[src/rtl/inst_writeback_queue_if.sv]
// Late-result channel between multi-cycle units (divider, uncached loads)
// and the writeback queue.
//   late_valid  master -> slave  a late result is offered this cycle
//   late_ready  slave  -> master the queue can take it this cycle
//   late_rd     master -> slave  destination register (0 = no write)
//   late_val    master -> slave  result value
interface inst_writeback_queue_if #(
    parameter int ADDR_W = 5,
    parameter int DATA_W = 32
) ();
    logic              late_valid;
    logic              late_ready;
    logic [ADDR_W-1:0] late_rd;
    logic [DATA_W-1:0] late_val;

    modport master (output late_valid, output late_rd, output late_val, input late_ready);
    modport slave  (input late_valid, input late_rd, input late_val, output late_ready);
endinterface

[src/rtl/inst_writeback_queue.sv]
// Writeback stage: arbitrates the single register-file write port between the
// in-order pipeline result (priority) and an ordered queue of late results.
// Also provides forwarding from pending writes, a starvation stall that
// forces a queue drain, and retired PC/instruction tracking.
// Ports:
//   clk, rst                      clock, synchronous active-high reset
//   pipe_valid/pc_in/inst/rd/rd_val  current pipeline slot
//   late (slave modport)          late-result channel
//   stall                         registered; upstream holds its slot
//   fwd_addr/fwd_hit/fwd_val      combinational forwarding lookup
//   reg_addr/reg_din/reg_we       register-file write port (same cycle)
//   retire_valid/pc_out/inst_out  registered retire tracking
//   pending                       queue occupancy incl. squashed entries
module inst_writeback_queue #(
    parameter int DATA_W = 32,
    parameter int ADDR_W = 5,
    parameter int DEPTH  = 4,
    parameter int STARVE = 8
) (
    input  logic                       clk,
    input  logic                       rst,
    input  logic                       pipe_valid,
    input  logic [31:2]                pc_in,
    input  logic [31:0]                inst,
    input  logic [ADDR_W-1:0]          rd,
    input  logic [DATA_W-1:0]          rd_val,
    inst_writeback_queue_if.slave      late,
    output logic                       stall,
    input  logic [ADDR_W-1:0]          fwd_addr,
    output logic                       fwd_hit,
    output logic [DATA_W-1:0]          fwd_val,
    output logic [ADDR_W-1:0]          reg_addr,
    output logic [DATA_W-1:0]          reg_din,
    output logic                       reg_we,
    output logic                       retire_valid,
    output logic [31:2]                pc_out,
    output logic [31:0]                inst_out,
    output logic [$clog2(DEPTH+1)-1:0] pending
);
    localparam int PTR_W = $clog2(DEPTH);
    localparam int CNT_W = $clog2(DEPTH+1);
    localparam int SC_W  = $clog2(STARVE+1);

    localparam logic [CNT_W-1:0]  CNT_ZERO  = {CNT_W{1'b0}};
    localparam logic [CNT_W-1:0]  CNT_ONE   = CNT_W'(1);
    localparam logic [CNT_W-1:0]  CNT_FULL  = CNT_W'(DEPTH);
    localparam logic [PTR_W-1:0]  PTR_ZERO  = {PTR_W{1'b0}};
    localparam logic [PTR_W-1:0]  PTR_ONE   = PTR_W'(1);
    localparam logic [SC_W-1:0]   SC_ZERO   = {SC_W{1'b0}};
    localparam logic [SC_W-1:0]   SC_ONE    = SC_W'(1);
    localparam logic [SC_W-1:0]   SC_LAST   = SC_W'(STARVE-1);
    localparam logic [ADDR_W-1:0] ADDR_ZERO = {ADDR_W{1'b0}};
    localparam logic [DATA_W-1:0] DATA_ZERO = {DATA_W{1'b0}};

    // Queue storage; entries stay in place until popped, squash only clears valid.
    logic [ADDR_W-1:0] q_addr_r [DEPTH];
    logic [DATA_W-1:0] q_data_r [DEPTH];
    logic [DEPTH-1:0]  q_vld_r;
    logic [PTR_W-1:0]  head_r;
    logic [PTR_W-1:0]  tail_r;
    logic [CNT_W-1:0]  count_r;
    logic [SC_W-1:0]   starve_r;
    logic              stall_r;
    logic              retire_valid_r;
    logic [31:2]       pc_out_r;
    logic [31:0]       inst_out_r;

    logic slot_s;
    logic pw_s;
    logic empty_s;
    logic pop_s;
    logic late_ready_s;
    logic enq_s;

    // A stalled slot is invisible: no write, no retire, no forward.
    assign slot_s       = pipe_valid && !stall_r && !rst;
    assign pw_s         = slot_s && (rd != ADDR_ZERO);
    assign empty_s      = (count_r == CNT_ZERO);
    assign pop_s        = !pw_s && !empty_s && !rst;
    // Depends only on occupancy, so a full queue refuses even while draining.
    assign late_ready_s = (count_r < CNT_FULL) && !rst;
    // r0 results and results the same-cycle pipeline write supersedes are dropped.
    assign enq_s        = late.late_valid && late_ready_s &&
                          (late.late_rd != ADDR_ZERO) &&
                          !(pw_s && (late.late_rd == rd));

    assign late.late_ready = late_ready_s;
    assign stall           = stall_r;
    assign retire_valid    = retire_valid_r;
    assign pc_out          = pc_out_r;
    assign inst_out        = inst_out_r;
    assign pending         = count_r;

    // Write-port mux: pipeline first, else the head drains (squashed head writes nothing).
    always_comb begin
        reg_we   = 1'b0;
        reg_addr = ADDR_ZERO;
        reg_din  = DATA_ZERO;
        if (pw_s) begin
            reg_we   = 1'b1;
            reg_addr = rd;
            reg_din  = rd_val;
        end else if (pop_s) begin
            reg_we   = q_vld_r[head_r];
            reg_addr = q_addr_r[head_r];
            reg_din  = q_data_r[head_r];
        end else begin
            reg_we   = 1'b0;
        end
    end

    // Forwarding: pipeline slot wins, else the youngest valid matching queue entry.
    always_comb begin : fwd_blk
        logic [PTR_W-1:0] idx;
        logic             m;
        fwd_hit = 1'b0;
        fwd_val = DATA_ZERO;
        idx     = PTR_ZERO;
        m       = 1'b0;
        if (rst || (fwd_addr == ADDR_ZERO)) begin
            fwd_hit = 1'b0;
        end else if (pw_s && (rd == fwd_addr)) begin
            fwd_hit = 1'b1;
            fwd_val = rd_val;
        end else begin
            // Walk oldest to youngest so the last match is the youngest.
            for (int i = 0; i < DEPTH; i++) begin
                idx     = head_r + PTR_W'(i);
                m       = (CNT_W'(i) < count_r) && q_vld_r[idx] && (q_addr_r[idx] == fwd_addr);
                fwd_hit = fwd_hit | m;
                fwd_val = m ? q_data_r[idx] : fwd_val;
            end
        end
    end

    // Queue pointers, occupancy, entry contents and squash marking.
    always_ff @(posedge clk) begin
        if (rst) begin
            head_r  <= PTR_ZERO;
            tail_r  <= PTR_ZERO;
            count_r <= CNT_ZERO;
            q_vld_r <= {DEPTH{1'b0}};
            for (int i = 0; i < DEPTH; i++) begin
                q_addr_r[i] <= ADDR_ZERO;
                q_data_r[i] <= DATA_ZERO;
            end
        end else begin
            for (int i = 0; i < DEPTH; i++) begin
                if (pw_s && (q_addr_r[i] == rd)) begin
                    q_vld_r[i] <= 1'b0;
                end
            end
            if (pop_s) begin
                q_vld_r[head_r] <= 1'b0;
                head_r          <= head_r + PTR_ONE;
            end
            if (enq_s) begin
                q_vld_r[tail_r]  <= 1'b1;
                q_addr_r[tail_r] <= late.late_rd;
                q_data_r[tail_r] <= late.late_val;
                tail_r           <= tail_r + PTR_ONE;
            end
            case ({enq_s, pop_s})
                2'b10:   count_r <= count_r + CNT_ONE;
                2'b01:   count_r <= count_r - CNT_ONE;
                default: count_r <= count_r;
            endcase
        end
    end

    // Starvation counter: counts cycles the pipeline blocks a non-empty queue.
    always_ff @(posedge clk) begin
        if (rst) begin
            starve_r <= SC_ZERO;
            stall_r  <= 1'b0;
        end else if (empty_s || pop_s) begin
            starve_r <= SC_ZERO;
            stall_r  <= 1'b0;
        end else if (starve_r == SC_LAST) begin
            // This blocked cycle is number STARVE: force one drain cycle next.
            starve_r <= SC_ZERO;
            stall_r  <= 1'b1;
        end else begin
            starve_r <= starve_r + SC_ONE;
            stall_r  <= 1'b0;
        end
    end

    // Retire tracking: capture the slot when it is not stalled, else hold.
    always_ff @(posedge clk) begin
        if (rst) begin
            retire_valid_r <= 1'b0;
            pc_out_r       <= 30'd0;
            inst_out_r     <= 32'd0;
        end else if (slot_s) begin
            retire_valid_r <= 1'b1;
            pc_out_r       <= pc_in;
            inst_out_r     <= inst;
        end else begin
            retire_valid_r <= 1'b0;
        end
    end
endmodule
[src/flat_wrapper.sv]
// flat-port wrapper written by rule: the top's interface ports become plain ports
module inst_writeback_queue_flat 
#(
    parameter int DATA_W = 32,
    parameter int ADDR_W = 5,
    parameter int DEPTH  = 4,
    parameter int STARVE = 8
)
  (clk, rst, pipe_valid, pc_in, inst, rd, rd_val, stall, fwd_addr, fwd_hit, fwd_val, reg_addr, reg_din, reg_we, retire_valid, pc_out, inst_out, pending, late_late_valid, late_late_rd, late_late_val, late_late_ready);
  inst_writeback_queue_if #(.ADDR_W(ADDR_W), .DATA_W(DATA_W)) late_i ();
  input  logic clk;
  input  logic rst;
  input  logic pipe_valid;
  input  logic [31:2] pc_in;
  input  logic [31:0] inst;
  input  logic [ADDR_W-1:0] rd;
  input  logic [DATA_W-1:0] rd_val;
  output logic stall;
  input  logic [ADDR_W-1:0] fwd_addr;
  output logic fwd_hit;
  output logic [DATA_W-1:0] fwd_val;
  output logic [ADDR_W-1:0] reg_addr;
  output logic [DATA_W-1:0] reg_din;
  output logic reg_we;
  output logic retire_valid;
  output logic [31:2] pc_out;
  output logic [31:0] inst_out;
  output logic [$clog2(DEPTH+1)-1:0] pending;
  input wire logic [$bits(late_i.late_valid)-1:0] late_late_valid;
  input wire logic [$bits(late_i.late_rd)-1:0] late_late_rd;
  input wire logic [$bits(late_i.late_val)-1:0] late_late_val;
  output wire logic [$bits(late_i.late_ready)-1:0] late_late_ready;
  assign late_i.late_valid = late_late_valid;
  assign late_i.late_rd = late_late_rd;
  assign late_i.late_val = late_late_val;
  assign late_late_ready = late_i.late_ready;
  inst_writeback_queue #(.DATA_W(DATA_W), .ADDR_W(ADDR_W), .DEPTH(DEPTH), .STARVE(STARVE)) u_core (.clk(clk), .rst(rst), .pipe_valid(pipe_valid), .pc_in(pc_in), .inst(inst), .rd(rd), .rd_val(rd_val), .late(late_i), .stall(stall), .fwd_addr(fwd_addr), .fwd_hit(fwd_hit), .fwd_val(fwd_val), .reg_addr(reg_addr), .reg_din(reg_din), .reg_we(reg_we), .retire_valid(retire_valid), .pc_out(pc_out), .inst_out(inst_out), .pending(pending));
endmodule
[config.mk]
export PLATFORM = sky130hd
export DESIGN_NAME = inst_writeback_queue_flat
export DESIGN_NICKNAME = d
export VERILOG_FILES = /design/src/rtl/inst_writeback_queue_if.sv /design/src/rtl/inst_writeback_queue.sv /design/src/flat_wrapper.sv
export SDC_FILE = /design/constraint.sdc
export NUM_CORES = 1
export LEC_CHECK = 0
export CAP_MARGIN = 30
export CORE_ASPECT_RATIO = 1.75
export CORE_MARGIN = 2
export CORE_UTILIZATION = 50
export DETAILED_ROUTE_END_ITERATION = 6
export PLACE_DENSITY = 0.85
export SLEW_MARGIN = 15
export SYNTH_ARGS = -nofsm -noshare
export SYNTH_HDL_FRONTEND = slang
export SYNTH_SLANG_ARGS = --single-unit
[constraint.sdc]
create_clock -name clk -period 7.34 [get_ports clk]
set_input_delay 1.101 -clock clk [delete_from_list [all_inputs] [get_ports clk]]
set_output_delay 1.101 -clock clk [all_outputs]
set_load 0.03 [all_outputs]
==> results.json, run 1 <==
{
  "outcome": "finished, final reports clean",
  "cts_tree": "done",
  "num_io_pins": 284,
  "fin_skew_ps": 15.3,
  "finalWorstPathRequiredPeriod_ps": 6320,
  "combinational_family_with_the_most_area_after_synthesis": "multiplexers",
  "cts.path.max_buffers": 3,
  "yosysWarnings": 0,
  "drt_iter0_drc": 1165,
  "final_hold_viol_count": 0,
  "period_share": 0.861,
  "hold-path-cell-count": 1,
  "setup.worst_path.end_class": "primary output",
  "timing.fmax_mhz": 158,
  "postSynthNetCount": 1664,
  "critPathRequiredTime_ps": 6240,
  "post-synth-top-area-fraction": 0.292,
  "floorplan.rows": 84,
  "clock_insertion_delay_at_the_later_pin_of_the_skew_report_ps": 530,
  "number_of_global_route_vias_before_repair": 13858,
  "drt-total-wl_um": 48000,
  "basic_gate_share_of_the_synthesized_area_counting_and_or_nand_and_nor_cells": 0.173,
  "drt_pass1_iterations": 7,
  "worst_setup_path_start_kind": "register",
  "detail-route-antenna-nets": 0,
  "synth_edf_count": 148,
  "drive_above_1_share": 0.112,
  "path_max_fanout": 32,
  "synth_ff_type": "edfxtp_1",
  "worst_ir_drop_vdd_uv": 235,
  "route.detailed.vias_per_inst": 6.37,
  "htreeDepth": 1,
  "sw_frac_of_total": 0.366,
  "post_syn_instances": 1505,
  "r2r.worst_path.cells": 7,
  "grt_remaining_overflow": 0,
  "share_of_synthesized_registers_carrying_an_async_set_or_reset": 0,
  "cap_viol_max_count": 0,
  "io_buffers": 283,
  "power_frac_clock": 0.242,
  "drt-wirelength-per-cell_um": 22.8,
  "die_width_um": 136,
  "tightest_slew_ps": 928,
  "synth.avg_cell_area_sq_um": 10.1,
  "internal_power_w": 0.00306,
  "cts_setup_buffers": 0,
  "yosys_register_bits": 229,
  "slew_violations": 0,
  "number_of_antenna_violations_at_the_first_check_in_global_routing": 5,
  "place_congestion": 0.901,
  "hold_buffers": 0,
  "arr_time_crit_path_ps": 5220,
  "post_synth_instance_area_sq_um": 15200,
  "path_class": "reg2out",
  "synth_area_in_compound_gates": 0.119,
  "setup_violations": 0,
  "hpwl_after_detailed_placement_um": 32300,
  "root_buffer": "clkbuf_16",
  "netlist_top_cells_area": "edfxtp_1 (29%), mux4_2 (12%), dfxtp_1 (11%)",
  "clkSlewWorstSetupHoldPaths_ps": 60,
  "cts.sinks": 229,
  "floorplan.die_area_sq_um": 32000,
  "synth-xor-area-share": 0.0327,
  "cellPowerDensity_nw_per_um2": 253,
  "post_synthesis_cell_type_with_the_largest_combined_area": "edfxtp_1",
  "num-nets-final": 1860,
  "chipHeight_um": 235,
  "effective_utilization_at_floorplan": 0.507,
  "syn_to_final_growth_pct": 25.2,
  "coreArea_sq_um": 30100,
  "gr-usage-all-layers": 0.299,
  "power_frac_comb": 0.424,
  "rsz0062_at_grt": "false",
  "cts-resized-gates": 0,
  "fillers": 2367,
  "post_synth_mux_area_share": 0.211,
  "finish.instance_area_sq_um": 19100,
  "wire_length_of_the_first_global_routing_pass_um": 73900,
  "timing.hold.worst.class": "reg2reg",
  "grt_max_degree": 66,
  "netSwitchingPower_w": 0.00177,
  "fin_setup_tns_ps": 0,
  "maxSlewHeadroom": 0.375,
  "cts-buffers-inserted": 22,
  "via_total_after_detailed_routing": 13414,
  "leakage_nw": 6.54,
  "placedInstanceArea_sq_um": 18300,
  "finalPower_w": 0.00484,
  "synthAdderAreaFrac": 0.0115,
  "synthDistinctLibCells": 57,
  "remaining_drc_errors": 0,
  "ys_seq_area_frac": 0.398,
  "power.share.sequential": 0.334
}
routing by layer:
layer,vias to the layer above,track usage,wire length (um)
li1,5889,-,-
met1,6353,0.296,14800
met2,895,0.536,25300
met5,-,0,27
met3,273,0.0604,4250
met4,4,0.224,3630
power groups by stage:
stage	sequential (W)	clock [W]	combinational, W
after floorplan	0.00161	0	0.00146
after global placement	0.00164	0	0.00193
after detailed placement	0.00164	0	0.00201
after CTS	0.00161	0.00118	0.00202
after global routing	0.00163	0.00123	0.00216
final	0.00162	0.00117	0.00205
layout by cell type, fill, tap and decap left out, drive strengths merged, types with 37 or more instances in the layout:
| cell type | count |
|---|---|
| mux4 | 85 |
| and2 | 150 |
| buf | 39 |
| nand2 | 236 |
| inv | 48 |
| mux2i | 122 |
| o211ai | 37 |
| a21oi | 71 |
| clkdlybuf4s50 | 282 |
| edfxtp | 148 |
| o21ai | 39 |
| dfxtp | 81 |
| nor2 | 52 |
path summary, 6_finish.rpt:
check / start / end / slack (ps)
worst max-delay path: u_core.head_r[0]$_SDFFE_PP0P_ / fwd_val[10] / 1020
worst min register to register: u_core.starve_r[0]$_SDFF_PP0_ / u_core.starve_r[0]$_SDFF_PP0_ / 450
worst min-delay path: u_core.starve_r[0]$_SDFF_PP0_ / u_core.starve_r[0]$_SDFF_PP0_ / 450
worst max register to register: u_core.stall$_SDFF_PP0_ / u_core.q_data_r[1][16]$_SDFFCE_PN0P_ / 4000
final cells by class:
class | instances | area [sq um] | area share
multi-input combinational | 1080 | 8410 | 0.441
timing repair buffer | 321 | 3190 | 0.167
clock buffer | 26 | 587 | 0.0307
inverter | 47 | 176 | 0.00924
tap | 387 | 484 | 0.0254
clock inverter | 14 | 160 | 0.00839
antenna | 2 | 5.00 | 0.000262
sequential | 229 | 6070 | 0.318
stage by stage:
stage,hold slack [ps],utilization,setup slack (ps),instances
floorplan,418,-,1340,1505
global placement,428,0.607,1650,2059
detailed placement,439,0.609,1600,2063
CTS,454,0.634,1060,2103
global route,473,0.635,852,2105
finish,449,0.635,1020,2106
kinds of logic (layout without fill, tap and decap cells):
group,count (synthesis),in the layout
muxes,213,213
other,0,2
buffers and inverters,196,408
and+or+nand+nor,536,536
DFF,229,229
AOI/OAI and AO/OA,261,261
xor gates and xnor gates,56,56
adders and majority gates,14,14
sequential cells by signal, summed over array words and instances (netlist names), named ones only:
| signal | count |
|---|---|
| u_core.inst_out | 32 |
| u_core.head_r | 2 |
| u_core.tail_r | 2 |
| u_core.retire_valid | 1 |
| u_core.stall | 1 |
| u_core.pending | 3 |
| u_core.pc_out | 30 |
| u_core.q_data_r | 128 |
| u_core.q_vld_r | 4 |
| u_core.starve_r | 4 |
| u_core.q_addr_r | 20 |
critical path, cell delays in order (launching register included):
cell	delay, ps
dfxtp_4	690
inv_1	190
ha_4	520
mux4_2	370
xnor2_1	300
and4_2	650
buf_4	400
a211oi_1	120
o311ai_1	560
a311oi_1	190
clkdlybuf4s50_1	640
Yosys cell counts, types with 26 or more instances:
library cell / number
a211oi_1: 27
a21oi_1: 71
a311oi_1: 32
and2_1: 149
and3_1: 31
buf_2: 43
clkbuf_1: 90
dfxtp_1: 81
edfxtp_1: 148
inv_1: 47
mux2i_1: 122
mux4_2: 83
nand2_1: 235
nand3_1: 28
nor2_1: 52
o211ai_1: 37
o21ai_0: 38
o311ai_1: 32
xnor2_1: 29
xor2_1: 26
No activity file was read; power rests on OpenSTA's default activity.
==> run 2: changes to the inputs <==
--- a/config.mk
+++ b/config.mk
@@ -8,7 +8,7 @@
 export CAP_MARGIN = 30
 export CORE_ASPECT_RATIO = 1.75
 export CORE_MARGIN = 2
-export CORE_UTILIZATION = 50
+export CORE_UTILIZATION = 48
 export DETAILED_ROUTE_END_ITERATION = 6
 export PLACE_DENSITY = 0.85
 export SLEW_MARGIN = 15
==> constraint.sdc (replaced) <==
create_clock -name clk -period 5.08 [get_ports clk]
set_input_delay 0.762 -clock clk [delete_from_list [all_inputs] [get_ports clk]]
set_output_delay 0.762 -clock clk [all_outputs]
set_load 0.03 [all_outputs]
==> results.json, run 2 (synthesized netlist as in run 1, its figures left out) <==
{
  "outcome": "finished, final reports clean",
  "via_total_after_detailed_routing": 13334,
  "floorplan.die_area_sq_um": 33300,
  "setup_violations": 0,
  "grt_max_degree": 80,
  "fin_skew_ps": 22.8,
  "gr-usage-all-layers": 0.280,
  "critPathRequiredTime_ps": 4320,
  "worst_setup_path_start_kind": "register",
  "timing.hold.worst.class": "reg2reg",
  "coreArea_sq_um": 31400,
  "cts_tree": "done",
  "critical_path.reg2reg.startpoint": "u_core.stall$_SDFF_PP0_",
  "wire_length_of_the_first_global_routing_pass_um": 73200,
  "placedInstanceArea_sq_um": 18700,
  "cts.sinks": 229,
  "tightest_slew_ps": 905,
  "drt-total-wl_um": 48500,
  "drt_pass1_iterations": 6,
  "syn_to_final_growth_pct": 27.0,
  "crit_path_start": "u_core.head_r[0]$_SDFFE_PP0P_",
  "arr_time_crit_path_ps": 4260,
  "num-nets-final": 1878,
  "antenna_cells_inserted": 0,
  "setup.worst_path.end_class": "primary output",
  "io_buffers": 283,
  "clock_insertion_delay_at_the_later_pin_of_the_skew_report_ps": 520,
  "worst_ir_drop_vdd_uv": 296,
  "hpwl_after_detailed_placement_um": 32300,
  "hold_buffers": 0,
  "mostFrequentLayoutCells": "clkdlybuf4s50_1 (253), nand2_1 (235), and2_1 (149)",
  "holdCritStartpoint": "u_core.starve_r[0]$_SDFF_PP0_",
  "leakage_nw": 6.81,
  "cts.path.max_buffers": 3,
  "cap_viol_max_count": 0,
  "number_of_antenna_violations_at_the_first_check_in_global_routing": 1,
  "multi_input_area_sq_um": 8580,
  "slew_violations": 0,
  "timing.fmax_mhz": 199,
  "path_max_fanout": 31,
  "finish.instance_area_sq_um": 19400,
  "effective_utilization_at_floorplan": 0.485,
  "register_area_sq_um": 6070,
  "period_share": 0.988,
  "htreeDepth": 1,
  "fin_setup_tns_ps": 0,
  "cellPowerDensity_nw_per_um2": 350,
  "clkSlewWorstSetupHoldPaths_ps": 70,
  "largest_register": "u_core.q_data_r",
  "drive_above_1_share": 0.144,
  "floorplan.rows": 86,
  "path_class": "reg2out",
  "remaining_drc_errors": 0,
  "detail-route-antenna-nets": 0,
  "final_hold_viol_count": 0,
  "final_critical_path_setup_slack_ps": 60.2,
  "die_width_um": 139,
  "num_io_pins": 284,
  "drt_iter0_drc": 1467,
  "grt_remaining_overflow": 0,
  "number_of_global_route_vias_before_repair": 13737,
  "route.detailed.vias_per_inst": 6.27,
  "layout.cells.most_common": "clkdlybuf4s50_1",
  "root_buffer": "clkbuf_16",
  "post-place-ws_ps": 298,
  "cts-buffers-inserted": 21,
  "drt-wirelength-per-cell_um": 22.8,
  "place_congestion": 0.965,
  "largest_register_ff_count": 128,
  "rsz0062_at_grt": "true",
  "maxSlewHeadroom": 0.395,
  "chipHeight_um": 240,
  "fillers": 2508,
  "finalWorstPathRequiredPeriod_ps": 5020
}
run 2: cell count changes in the layout (fill, tap and decap cells not counted), moves of 3 or more:
cell,delta
clkinv_2,-4
clkdlybuf4s50_1,-29
a311oi_1,-21
bufinv_16,-3
buf_12,+9
buf_6,+4
buf_4,+27
a311oi_2,+21
dlymetal6s2s_1,+7
run 2: metal layers:
layer / vias to the layer above / global-route usage / wire, um
met5: - / 0 / 11
met2: 882 / 0.504 / 24700
met4: 2 / 0.190 / 3330
met1: 6292 / 0.292 / 15700
met3: 232 / 0.0602 / 4700
li1: 5926 / - / -
run 2: final timing paths:
kind	end	slack [ps]	cells past startpoint
worst max register to register	u_core.q_data_r[1][8]$_SDFFCE_PN0P_	2280	8
worst min register to register	u_core.starve_r[0]$_SDFF_PP0_	450	1
worst min-delay path	u_core.starve_r[0]$_SDFF_PP0_	450	1
worst max-delay path	fwd_val[8]	60	8
run 2: per-stage QoR:
stage | utilization | power (W) | instances | hold WS, ps
after floorplan | - | 0.00443 | 1505 | 418
after global placement | 0.594 | 0.00519 | 2088 | 429
after detailed placement | 0.594 | 0.00527 | 2088 | 442
after CTS | 0.614 | 0.00673 | 2123 | 452
after global routing | 0.616 | 0.00705 | 2127 | 465
final | 0.616 | 0.00678 | 2127 | 453
run 2: report_power, final:
group | switching, W | total (W) | internal [W]
Clock | 0.000670 | 0.00146 | 0.000792
Sequential | 0.000152 | 0.00229 | 0.00214
Combinational | 0.00170 | 0.00303 | 0.00133
run 2: layout make-up:
type / instances / area share
Clock inverter: 7 / 0.00200
Tap cell: 396 / 0.0256
Sequential cell: 229 / 0.314
Multi-Input combinational cell: 1081 / 0.443
Clock buffer: 28 / 0.0297
Timing Repair Buffer: 339 / 0.176
Inverter: 47 / 0.00912
run 2: repair_timing:
| action | in CTS | in global routing |
|---|---|---|
| cloned | 0 | 1 |
| pin swaps | 0 | 3 |
| setup buffers | 0 | 3 |
| setup endpoints to repair | 22 | 27 |
| gates resized for setup | 3 | 11 |
run 2: worst max-delay path: stages (launching register included):
cell and delay, ps:
dfxtp_4 400, buf_6 350, mux4_2 570, xnor2_1 550, and2_4 530, and3_1 220
o311ai_1 110, a311oi_2 250, clkdlybuf4s50_1 710
==> run 3: changes to the inputs <==
--- a/config.mk
+++ b/config.mk
@@ -7,7 +7,6 @@
 export LEC_CHECK = 0
 export CAP_MARGIN = 30
 export CORE_ASPECT_RATIO = 1.75
-export CORE_MARGIN = 2
 export CORE_UTILIZATION = 48
 export DETAILED_ROUTE_END_ITERATION = 6
 export PLACE_DENSITY = 0.85
==> results.json, run 3 (synthesized netlist as in run 1, its figures left out) <==
{
  "outcome": "finished, final reports clean",
  "maxSlewHeadroom": 0.475,
  "clock_insertion_delay_at_the_later_pin_of_the_skew_report_ps": 520,
  "finish.instance_area_sq_um": 19400,
  "route.detailed.vias_per_inst": 6.27,
  "floorplan.rows": 86,
  "leakage_nw": 6.71,
  "cts-buffers-inserted": 20,
  "floorplan.die_area_sq_um": 32500,
  "die_width_um": 137,
  "coreArea_sq_um": 31400,
  "cpMaxStageDelayCell": "a311oi_2",
  "timing.hold.worst.class": "reg2reg",
  "num_io_pins": 284,
  "chipHeight_um": 238,
  "worst_setup_path_start_kind": "register",
  "hpwl_after_detailed_placement_um": 32500,
  "largest_register_ff_count": 128,
  "arr_time_crit_path_ps": 4090,
  "final_hold_viol_count": 0,
  "critPathRequiredTime_ps": 4320,
  "path_class": "reg2out",
  "syn_to_final_growth_pct": 27.1,
  "finalWorstPathRequiredPeriod_ps": 4850,
  "clkSlewWorstSetupHoldPaths_ps": 80,
  "largest_register": "u_core.q_data_r",
  "timing.reg2reg.setup_slack_ps": 2320,
  "via_total_after_detailed_routing": 13281,
  "cap_viol_max_count": 0,
  "layout.cells.most_common": "clkdlybuf4s50_1",
  "place_congestion": 0.904,
  "largest_stage_delay_worst_path_ps": 590,
  "placedInstanceArea_sq_um": 18700,
  "hold-path-cell-count": 2,
  "effective_utilization_at_floorplan": 0.485,
  "setup_violations": 0,
  "tightest_slew_ps": 785,
  "drt-total-wl_um": 48600,
  "holdCritStartpoint": "u_core.pc_out[26]$_SDFFE_PP0P_",
  "global_route.usage.met3": 0.0644,
  "io_buffers": 283,
  "path_max_fanout": 33,
  "min_to": "u_core.pc_out[26]$_SDFFE_PP0P_",
  "global_route.usage.met1": 0.307,
  "period_share": 0.956,
  "grt_remaining_overflow": 0,
  "wire_length_of_the_first_global_routing_pass_um": 74900,
  "top_usage_layer": "met2",
  "slew_violations": 0,
  "cts_setup_buffers": 0,
  "regToRegEndpoint": "u_core.q_data_r[2][19]$_SDFFCE_PN0P_",
  "htreeDepth": 1,
  "cts.path.max_buffers": 3,
  "grt_max_degree": 69,
  "cellPowerDensity_nw_per_um2": 356,
  "setup.worst_path.end_class": "primary output",
  "detail-route-antenna-nets": 0,
  "fin_skew_ps": 22.2,
  "rsz0062_at_grt": "false",
  "drt_iter0_drc": 1137,
  "critical_path_buf_inv_count": 3,
  "root_buffer": "clkbuf_16",
  "drt_pass1_iterations": 7,
  "crit_path_leading_delay_family": "compound AO/OA/AOI/OAI gates",
  "worst_ir_drop_vdd_uv": 295,
  "critical_path.reg2reg.startpoint": "u_core.stall$_SDFF_PP0_",
  "fin_setup_tns_ps": 0,
  "r2r.worst_path.cells": 7,
  "use_met2": 0.535,
  "drive_above_1_share": 0.148,
  "number_of_antenna_violations_at_the_first_check_in_global_routing": 2,
  "cts_tree": "done",
  "mostFrequentLayoutCells": "clkdlybuf4s50_1 (249), nand2_1 (235), and2_1 (149)",
  "gr-usage-all-layers": 0.304,
  "cts.sinks": 229,
  "num-nets-final": 1866,
  "remaining_drc_errors": 0,
  "timing.critical_path.cells": "inv_1 -> ha_4 -> mux4_2 -> xnor2_1 -> nand4_1 -> nor4bb_4 -> buf_4 -> o211ai_1 -> a311oi_2 -> buf_12",
  "number_of_global_route_vias_before_repair": 13798,
  "drt-wirelength-per-cell_um": 22.9,
  "timing.fmax_mhz": 206
}
run 3: layer usage:
metal / part of all wire / routed length, um
met1: 0.32 / 15300
met2: 0.52 / 25300
met3: 0.093 / 4500
met4: 0.070 / 3380
met5: 0.00019 / 9
run 3: per-stage QoR:
step	hold slack (ps)	cells	power, W	util	setup slack, ps
2_1_floorplan	418	1505	0.00443	-	8.49
4_1_cts	455	2116	0.00686	0.615	47.8
6_report	453	2118	0.00691	0.617	226
3_5_place_dp	446	2080	0.00530	0.594	431
3_3_place_gp	428	2079	0.00519	0.593	491
5_1_grt	473	2118	0.00719	0.617	44.8
run 3: worst max-delay path by stage:
stage,from,to,cells after the start
2_1_floorplan,u_core.head_r[0]$_SDFFE_PP0P_,fwd_val[30],16
3_3_place_gp,rd[2],fwd_val[5],9
3_5_place_dp,rd[2],fwd_val[5],9
4_1_cts,u_core.head_r[1]$_SDFFE_PP0P_,fwd_val[5],10
5_1_grt,u_core.head_r[1]$_SDFFE_PP0P_,fwd_val[5],10
6_report,u_core.head_r[1]$_SDFFE_PP0P_,fwd_val[5],10
run 3: worst reg2reg max path, stage by stage (launching register included):
cell	delay, ps
dfxtp_1	390
nor2b_4	160
o211a_2	450
buf_12	300
a31oi_4	220
and3_1	260
or2_2	440
buf_12	250
run 3: area by class of cell:
cell class / instances / area, sq um
Inverter: 47 / 176
Multi-Input combinational cell: 1080 / 8580
Clock inverter: 9 / 77.6
Tap cell: 396 / 495
Fill cell: 2453 / 12000
Timing Repair Buffer: 329 / 3390
Antenna cell: 1 / 2.50
Sequential cell: 229 / 6070
Clock buffer: 27 / 588
run 3: what timing repair did:
| action | 4_1_cts | 5_1_grt |
|---|---|---|
| hold buffers | 0 | 0 |
| endpoints found under the setup margin | 0 | 3 |
| resized for setup | 0 | 3 |
run 3: power by group:
group          switching (W)  total, W  internal, W  leakage (nW)
Clock               0.000699   0.00157     0.000868         0.331
Sequential          0.000162   0.00230      0.00214          2.21
Combinational        0.00169   0.00304      0.00134          4.17
